### src/rtl/icache_pkg.sv
// icache_pkg: AHB encodings, refill FSM state codes and line geometry helpers
// shared by the I-cache refill engine and its beat address generator.
package icache_pkg;

  localparam int LINE_WORDS_DEFAULT = 4;
  localparam int INDEX_BITS_DEFAULT = 6;

  localparam logic [1:0] HTRANS_IDLE   = 2'b00;
  localparam logic [1:0] HTRANS_NONSEQ = 2'b10;
  localparam logic [1:0] HTRANS_SEQ    = 2'b11;

  localparam logic [2:0] HSIZE_WORD = 3'b010;

  localparam logic [2:0] HBURST_INCR  = 3'b001;
  localparam logic [2:0] HBURST_WRAP4 = 3'b010;
  localparam logic [2:0] HBURST_INCR4 = 3'b011;
  localparam logic [2:0] HBURST_WRAP8 = 3'b100;
  localparam logic [2:0] HBURST_INCR8 = 3'b101;

  typedef logic [2:0] state_t;
  localparam state_t ST_IDLE  = 3'd0;
  localparam state_t ST_ADDR  = 3'd1;
  localparam state_t ST_BURST = 3'd2;
  localparam state_t ST_DRAIN = 3'd3;
  localparam state_t ST_DONE  = 3'd4;
  localparam state_t ST_ERR   = 3'd5;

  function automatic int offset_bits(input int line_words);
    return $clog2(line_words * 4);
  endfunction

  function automatic int tag_bits(input int line_words, input int index_bits);
    return 32 - index_bits - offset_bits(line_words);
  endfunction

  // Two-word lines have no fixed-length AHB burst, so they fall back to INCR.
  function automatic logic [2:0] burst_code(input int line_words, input bit wrap);
    case (line_words)
      4:       return wrap ? HBURST_WRAP4 : HBURST_INCR4;
      8:       return wrap ? HBURST_WRAP8 : HBURST_INCR8;
      default: return HBURST_INCR;
    endcase
  endfunction

endpackage

### src/rtl/icache_beat_addr.sv
// icache_beat_addr: address of the current refill beat. The word offset wraps
// inside the line, so a zero start offset yields an INCR sequence.
module icache_beat_addr
  import icache_pkg::*;
#(
  parameter int LINE_WORDS = LINE_WORDS_DEFAULT
) (
  input  logic [31:$clog2(LINE_WORDS)+2]  line_base,
  input  logic [$clog2(LINE_WORDS)-1:0]   start_off,
  input  logic [$clog2(LINE_WORDS)-1:0]   beat_cnt,
  output logic [31:0]                     beat_addr,
  output logic [$clog2(LINE_WORDS)-1:0]   word_off
);

  assign word_off  = start_off + beat_cnt;
  assign beat_addr = {line_base, word_off, 2'b00};

endmodule

### src/rtl/icache_refill.sv
// icache_refill: fetches one cache line over AHB on a miss and presents it as
// a one-cycle fill. Define ICACHE_CRITICAL_WORD_FIRST_EN for WRAP bursts with critical-word forward.
module icache_refill
  import icache_pkg::*;
#(
  parameter int LINE_WORDS = LINE_WORDS_DEFAULT,
  parameter int INDEX_BITS = INDEX_BITS_DEFAULT
) (
  input  logic                                        clk,
  input  logic                                        rst,
  input  logic                                        miss_valid,
  input  logic [31:0]                                 miss_addr,
  output logic                                        miss_ready,
  output logic [31:0]                                 haddr,
  output logic [1:0]                                  htrans,
  output logic [2:0]                                  hburst,
  output logic [2:0]                                  hsize,
  output logic                                        hwrite,
  input  logic                                        hready,
  input  logic [31:0]                                 hrdata,
  input  logic                                        hresp,
  output logic                                        fill_valid,
  output logic [INDEX_BITS-1:0]                       fill_index,
  output logic [tag_bits(LINE_WORDS, INDEX_BITS)-1:0] fill_tag,
  output logic [32*LINE_WORDS-1:0]                    fill_data,
  output logic                                        crit_valid,
  output logic [31:0]                                 crit_data,
  output logic                                        refill_err
);

  localparam int WB    = $clog2(LINE_WORDS);
  localparam int OFF_W = offset_bits(LINE_WORDS);
  localparam int TAG_W = tag_bits(LINE_WORDS, INDEX_BITS);
  localparam logic [WB-1:0] LAST_BEAT = WB'(LINE_WORDS - 1);
`ifdef ICACHE_CRITICAL_WORD_FIRST_EN
  localparam bit WRAP = 1'b1;
`else
  localparam bit WRAP = 1'b0;
`endif
  localparam logic [2:0] BURST_CODE = burst_code(LINE_WORDS, WRAP);

  state_t                       state;
  logic [31:2]                  addr_q;
  logic [WB-1:0]                beat_cnt;
  logic [WB-1:0]                start_off;
  logic [WB-1:0]                word_off;
  logic [WB-1:0]                dphase_off;
  logic                         dphase_valid;
  logic                         addr_phase;
  logic [31:0]                  beat_addr;
  logic [LINE_WORDS-1:0][31:0]  line_q;
  logic                         unused_byte_off;

  assign unused_byte_off = ^miss_addr[1:0];
  assign start_off  = WRAP ? addr_q[OFF_W-1:2] : '0;
  assign addr_phase = (state == ST_ADDR) || (state == ST_BURST);

  icache_beat_addr #(.LINE_WORDS(LINE_WORDS)) u_beat_addr (
    .line_base (addr_q[31:OFF_W]),
    .start_off (start_off),
    .beat_cnt  (beat_cnt),
    .beat_addr (beat_addr),
    .word_off  (word_off)
  );

  // dphase_* tracks the beat whose data phase is in flight one cycle behind its address.
  always_ff @(posedge clk) begin
    if (rst) begin
      state        <= ST_IDLE;
      addr_q       <= '0;
      beat_cnt     <= '0;
      dphase_valid <= 1'b0;
      dphase_off   <= '0;
      line_q       <= '0;
    end else if (dphase_valid && hresp) begin
      state        <= ST_ERR;
      beat_cnt     <= '0;
      dphase_valid <= 1'b0;
      line_q       <= '0;
    end else begin
      if (hready) begin
        if (dphase_valid) line_q[dphase_off] <= hrdata;
        dphase_valid <= addr_phase;
        dphase_off   <= word_off;
      end
      case (state)
        ST_IDLE: if (miss_valid) begin
          addr_q <= miss_addr[31:2];
          state  <= ST_ADDR;
        end
        ST_ADDR: if (hready) begin
          beat_cnt <= beat_cnt + 1'b1;
          state    <= ST_BURST;
        end
        ST_BURST: if (hready) begin
          if (beat_cnt == LAST_BEAT) begin
            beat_cnt <= '0;
            state    <= ST_DRAIN;
          end else begin
            beat_cnt <= beat_cnt + 1'b1;
          end
        end
        ST_DRAIN: if (hready) state <= ST_DONE;
        default:  state <= ST_IDLE;
      endcase
    end
  end

`ifdef ICACHE_CRITICAL_WORD_FIRST_EN
  logic        crit_valid_q;
  logic [31:0] crit_data_q;

  // The first beat of a WRAP burst is the requested word; forward it as it lands.
  always_ff @(posedge clk) begin
    if (rst) begin
      crit_valid_q <= 1'b0;
      crit_data_q  <= '0;
    end else begin
      crit_valid_q <= 1'b0;
      if (dphase_valid && hready && !hresp && dphase_off == start_off) begin
        crit_valid_q <= 1'b1;
        crit_data_q  <= hrdata;
      end
    end
  end

  assign crit_valid = crit_valid_q;
  assign crit_data  = crit_data_q;
`else
  assign crit_valid = 1'b0;
  assign crit_data  = '0;
`endif

  assign miss_ready = (state == ST_IDLE);
  assign htrans     = (state == ST_ADDR)  ? HTRANS_NONSEQ :
                      (state == ST_BURST) ? HTRANS_SEQ    : HTRANS_IDLE;
  assign haddr      = addr_phase ? beat_addr : '0;
  assign hburst     = addr_phase ? BURST_CODE : 3'b000;
  assign hsize      = HSIZE_WORD;
  assign hwrite     = 1'b0;
  assign fill_valid = (state == ST_DONE);
  assign refill_err = (state == ST_ERR);
  assign fill_index = addr_q[OFF_W +: INDEX_BITS];
  assign fill_tag   = addr_q[31 -: TAG_W];
  assign fill_data  = line_q;

endmodule

### config.mk
export PLATFORM = sky130hd
export DESIGN_NAME = icache_refill
export DESIGN_NICKNAME = d
export VERILOG_FILES = /design/src/rtl/icache_pkg.sv /design/src/rtl/icache_beat_addr.sv /design/src/rtl/icache_refill.sv
export SDC_FILE = /design/constraint.sdc
export NUM_CORES = 1
export LEC_CHECK = 0
export ABC_AREA = 1
export ABC_CLOCK_PERIOD_IN_PS = 1470
export CAP_MARGIN = 25
export CORE_AREA = 3 3 193 101
export DETAILED_ROUTE_END_ITERATION = 7
export DIE_AREA = 0 0 196 104
export GPL_TIMING_DRIVEN = 0
export PLACE_DENSITY_LB_ADDON = 0.3
export SLEW_MARGIN = 10
export SYNTH_ARGS = -nofsm -noshare
export SYNTH_HDL_FRONTEND = slang
export SYNTH_SLANG_ARGS = --single-unit
### constraint.sdc
create_clock -name clk -period 1.47 [get_ports clk]
set_clock_uncertainty 0.2 [all_clocks]
set_input_delay 0.294 -clock clk [delete_from_list [all_inputs] [get_ports clk]]
set_output_delay 0.294 -clock clk [all_outputs]
set_load 0.1 [all_outputs]
After elaboration in Yosys (flattened, before gate mapping)
Cells that the tools add are included.
{ "totals": {"reg_bits": 166, "input_bits": 69} }
{ "classes": {"addsub": 1, "magnitude_cmp": 2, "eq_ne": 16, "bitwise_logic": 1, "n_mux": 18, "reduce_logical": 12} }
{ "ops": {"columns": ["operator", "n"], "rows": [
  ["$bwmux W128", 1],
  ["$demux W32 S2", 1],
  ["$mux W32", 2],
  ["$mux W3", 6],
  ["$mux W2", 6],
  ["$pmux W3 S4", 1],
  ["$reduce_and A5 Y1", 2],
  ["$ne A3 B2 Y1 const B", 3],
  ["$ne A2 B2 Y1 const B", 4],
  ["$eq A3 B2 Y1 const B", 2],
  ["$eq A3 B3 Y1 const B", 2],
  ["$reduce_and A3 Y1", 2],
  ["$pmux W2 S2", 1],
  ["$reduce_and A2 Y1", 2],
  ["$eq A3 B1 Y1 const B", 1],
  ["$logic_not A3 Y1", 1],
  ["$lt A2 B3 Y1 const B", 1],
  ["$ne A3 B1 Y1 const B", 1],
  ["$ne A3 B3 Y1 const B", 1],
  ["$add A2 B1 Y2 const B", 1],
  ["$eq A2 B2 Y1 const B", 1],
  ["$ge A2 B1 Y1 const B", 1],
  ["$logic_and A1 B1 Y1", 2],
  ["$ne A2 B1 Y1 const B", 1],
  ["4 further kinds", 4]
]} }

Longest topological paths before layout
{ "logic_depth": {"depth_word": 5, "mapped_depth": 9, "depth_no_buf": 9} }

Cells and area by module
Synthesis repeated with hierarchy kept, for this count alone.
{ "hier_totals": {"cells_unflattened": 899, "area_unflattened_um2": 6661.4} }
{ "by_module_without_submodules": {"columns": ["module", "cells_per_inst", "n_inst", "area_each_um2", "seq_area_each_um2"], "rows": [
  ["icache_refill", 856, 1, 6369.9, 3283.1],
  ["icache_beat_addr", 43, 1, 291.5, 0.0]
]} }

Worst setup path before layout
No wires, ideal clock.
{ "synth_path": {"kind": "register to output", "from": "register state[0]", "to": "output port refill_err", "arrival_time_ns": 2.534, "path_buffers": 0, "required_time_ns": 0.976, "path_stages_with_launch": 3, "slack_ns": -1.558, "path_cell_list": "dfxtp_1 > inv_1 > nor3_1"} }
{ "synth_between": {"elab_chain_len": 1} }
{ "synth_rtl": {"columns": ["element", "line", "rtl"], "rows": [
  ["from (decl)", "icache_refill.sv:42", "state_t state;"],
  ["from (signal assigned)", "icache_refill.sv:69", "state <= ST_IDLE;"],
  ["from (signal assigned)", "icache_refill.sv:76", "state <= ST_ERR;"],
  ["from (signal assigned)", "icache_refill.sv:89", "state <= ST_ADDR;"],
  ["$eq A3 B3 Y1", "icache_refill.sv:142", "assign refill_err = (state == ST_ERR);"],
  ["to (decl)", "icache_refill.sv:28", "output logic refill_err"]
]} }
Every way passes these cells.

Worst setup path in the final report
{ "layout_path": {"from": "register state[2]", "to": "output port haddr[21]"} }
{ "layout_between": {"elab_chain_len": 3, "elab_cells_between_ends": 4, "classes_between": "eq/ne: 2; mux: 1; reduce/logical: 1"} }
{ "layout_rtl": {"columns": ["element", "line", "rtl"], "rows": [
  ["$eq A3 B1 Y1 or $eq A3 B2 Y1 (tied branches)", "icache_refill.sv:56", "assign addr_phase = (state == ST_ADDR) || (state == ST_BURST);"],
  ["$logic_or A1 B1 Y1 (*)", "icache_refill.sv:56", null],
  ["via addr_phase", "icache_refill.sv:49", "logic addr_phase;"],
  ["$mux W32 (*)", "icache_refill.sv:137", "assign haddr = addr_phase ? beat_addr : '0;"],
  ["to (decl)", "icache_refill.sv:14", "output logic [31:0] haddr,"]
]} }
Mark *: on every way through the listed nets, which the timed path passes. The rest lies on a longest branch.

==> flow_metrics.py <==
metrics = {
    "sta": {
        "slew_headroom": 0.449,
        "hold_violations": 0,
        "setup_viol": 224,
        "final.min_clock_period_ns": 2.14,
        "rsz0062_at_grt": "true",
        "fmax_ghz": 0.466,
        "worst_slack_ns": -0.674,
        "tightest_slew_ns": 0.826,
        "fin_crit_sh": 1.46,
        "drv_slew": 0,
    },
    "run": {
        "cap_violations": 0,
    },
    "place": {
        "post-place-cells": 1387,
        "port-buffer-count": 257,
        "place_hpwl_um": 17400,
        "post_dp_cell_area_mm2": 0.00989,
        "gp_congestion": 0.851,
    },
    "setup_path": {
        "start_kind": "flip-flop",
        "crit_path_start": "state[2]",
        "critPathCaptureType": "output port",
        "worstRegToRegCells": 8,
        "path_depth": 7,
        "crit_buf_inv": 3,
        "critPathSlowestCell": "dfxtp_4",
        "critPathMaxFanout": 10,
        "max_stage_delay_ns": 0.37,
        "critical_path_class": "flip-flop to output port",
        "r2r_start": "state[1]",
        "crit_chain": "nor2_4 > nand2_4 > nand2_8 > inv_8 > buf_12 > nor2_4 > buf_12",
        "crit_required_ns": 0.98,
        "critPathTopFamily": "simple AND/OR/NAND/NOR gates",
        "cp_data_arrival_time_ns": 1.65,
    },
    "die": {
        "die_area_mm2": 0.0204,
        "coreArea_mm2": 0.0180,
        "core.rowCount": 35,
        "die_h_um": 104,
        "ioPinCount": 302,
        "die_w_um": 196,
        "initial_utilization": 0.363,
    },
    "synthesis": {
        "syn_area_per_cell_um2": 7.68,
        "synth.distinct_cells": 23,
        "netlist_top_cells_area": "dfxtp_1 (50%), nor2_1 (17%), o21ai_0 (11%)",
        "synth_warnings": 0,
        "yosysTopAreaCell": "dfxtp_1",
        "synth-xor-area-share": 0,
        "synth_top_family_by_area": "simple AND/OR/NAND/NOR gates",
        "yosysTopAreaCellShare": 0.502,
        "synthMuxAreaShare": 0,
        "syn_inst": 852,
        "syn_area_mm2": 0.00655,
        "yosys.area_share.simple": 0.187,
        "synthAdderAreaFrac": 0.00191,
        "synth_compound_area_frac": 0.152,
        "yosys_register_bits": 164,
        "yosysSeqAreaShare": 0.502,
    },
    "cells_and_area": {
        "final_common_cell": "nor2_1",
        "num_antenna_cells": 0,
        "final_cells": 1480,
        "final_cell_mix": "nor2_1 (244), buf_12 (215), dfxtp_2 (153)",
        "final_nets": 1297,
        "fillers": 957,
        "regArea_mm2": 0.00351,
        "final_area_mm2": 0.0148,
        "multiInputGateArea_mm2": 0.00332,
        "area_growth_syn_to_layout_pct": 126,
        "layout-drive-gt1-share": 0.615,
    },
    "clock_network": {
        "cts.sinks": 164,
        "cts_tree": "yes",
        "clk_latency_ns": 0.43,
        "numCtsBuffers": 17,
        "htreeDepth": 4,
        "cts-root-buf": "clkbuf_16",
        "clockBufferDepth": 2,
        "path_clk_slew_ns": 0.06,
    },
    "power": {
        "p_comb_frac": 0.580,
        "internal_power_uw": 13000,
        "clkPwrFrac": 0.197,
        "p_leak_uw": 0.00591,
        "p_switching_uw": 11200,
        "peakVddDrop_v": 0.00248,
        "p_sw_frac": 0.462,
        "power.share.sequential": 0.224,
        "pwr_density_cell_mw_per_mm2": 1640,
    },
    "grt": {
        "grt_first_pass_wirelength_um": 42000,
        "grt_pass1_vias": 7211,
        "antenna_found_initial": 0,
        "grt_overflow": 0,
        "grt_usage": 0.263,
        "grt_max_degree": 17,
    },
    "routing": {
        "route.detailed.drc": 0,
        "drtPass1Iterations": 6,
        "postRouteAntennaNets": 0,
        "viasPerCell": 4.99,
        "drt_iter0_drc": 415,
        "dr_total_vias": 7379,
        "routed_wirelength_um": 30300,
        "wl_per_cell_um": 20.5,
    },
    "status": {
        "outcome": "finished with violations",
        "violations": "setup timing",
    },
    "worst_hold_path": {
        "hold_start": "hready",
        "hold_path_depth": 3,
        "hold_class": "input port to flip-flop",
    },
}
-- synth_stat cells, drive strengths merged --
cell type and instances:
dfxtp 164, nor3 5, o21ai 162, buf 101
ha 1, nand2 12, nand3 9, clkbuf 20
conb 2, nor2 291, a21oi 36, inv 49
-- cell families after synthesis --
| kind of cell | Yosys count |
|---|---|
| and+or+nand+nor | 317 |
| AOI/OAI and AO/OA | 198 |
| buffers and inverters | 170 |
| DFF | 164 |
| other | 2 |
| adders and majority gates | 1 |
-- metrics by stage --
stage / TNS, ns / utilization / total power (µW) / setup slack [ns] / hold WS (ns)
detailed placement: -235.11 / 0.548 / 15400 / -1.52 / 0.272
global placement: -230.30 / 0.548 / 15300 / -1.49 / 0.262
finish: -43.31 / 0.819 / 24200 / -0.674 / 0.244
CTS: -38.67 / 0.763 / 23400 / -0.661 / 0.199
floorplan: -37.17 / - / 13300 / -0.676 / 0.153
global route: -56.00 / 0.819 / 24900 / -0.722 / 0.264
-- sequential cells by signal, indices dropped and copies added, names as in the netlist --
register	cells
addr_q	28
beat_cnt	2
dphase_off	2
dphase_valid	1
fill_data	128
state	3
-- power groups by stage --
stage,Combinational [µW],Sequential [µW],Clock (µW)
3_3_place_gp,10100,5250,0
3_5_place_dp,10200,5260,0
2_1_floorplan,7140,6190,0
4_1_cts,13300,5360,4750
5_1_grt,14500,5450,4980
6_report,14000,5410,4760
-- final timing paths --
path / to / slack (ns)
worst max-delay path: haddr[21] / -0.67
worst min-delay path: dphase_valid / 0.24
worst min register to register: fill_data[74] / 0.30
worst max register to register: addr_q[27] / -0.42
-- routing by layer --
| layer | up-vias | GRT usage | wire, µm |
|---|---|---|---|
| li1 | 3386 | - | - |
| met1 | 3607 | 0.343 | 12600 |
| met2 | 337 | 0.428 | 14400 |
| met3 | 49 | 0.0883 | 2780 |
| met4 | 0 | 0.0559 | 580 |
| met5 | - | 0 | 0 |
-- tightest hold or removal path: stages --
cell	delay, ns
dlygate4sd2_1	0.33
nand2_4	0.14
a21oi_1	0.06
-- area by class of cell --
cell class | instances | area share
well taps | 240 | 0.0203
multi-input cells | 556 | 0.225
flip-flops and latches | 164 | 0.237
clock inverters | 14 | 0.0119
clock buffers | 18 | 0.0297
inverters | 49 | 0.0165
plain buffers | 113 | 0.0864
repair buffers | 326 | 0.373
-- repair_timing --
action | in CTS | in global routing
resized for setup | 2180 | 262
endpoints found under the setup margin | 348 | 328
hold buffers | 0 | 0
gates cloned | 10 | 12
buffers inserted | 30 | 26
pin swaps | 63 | 95
(Power assumes the default switching activity.)
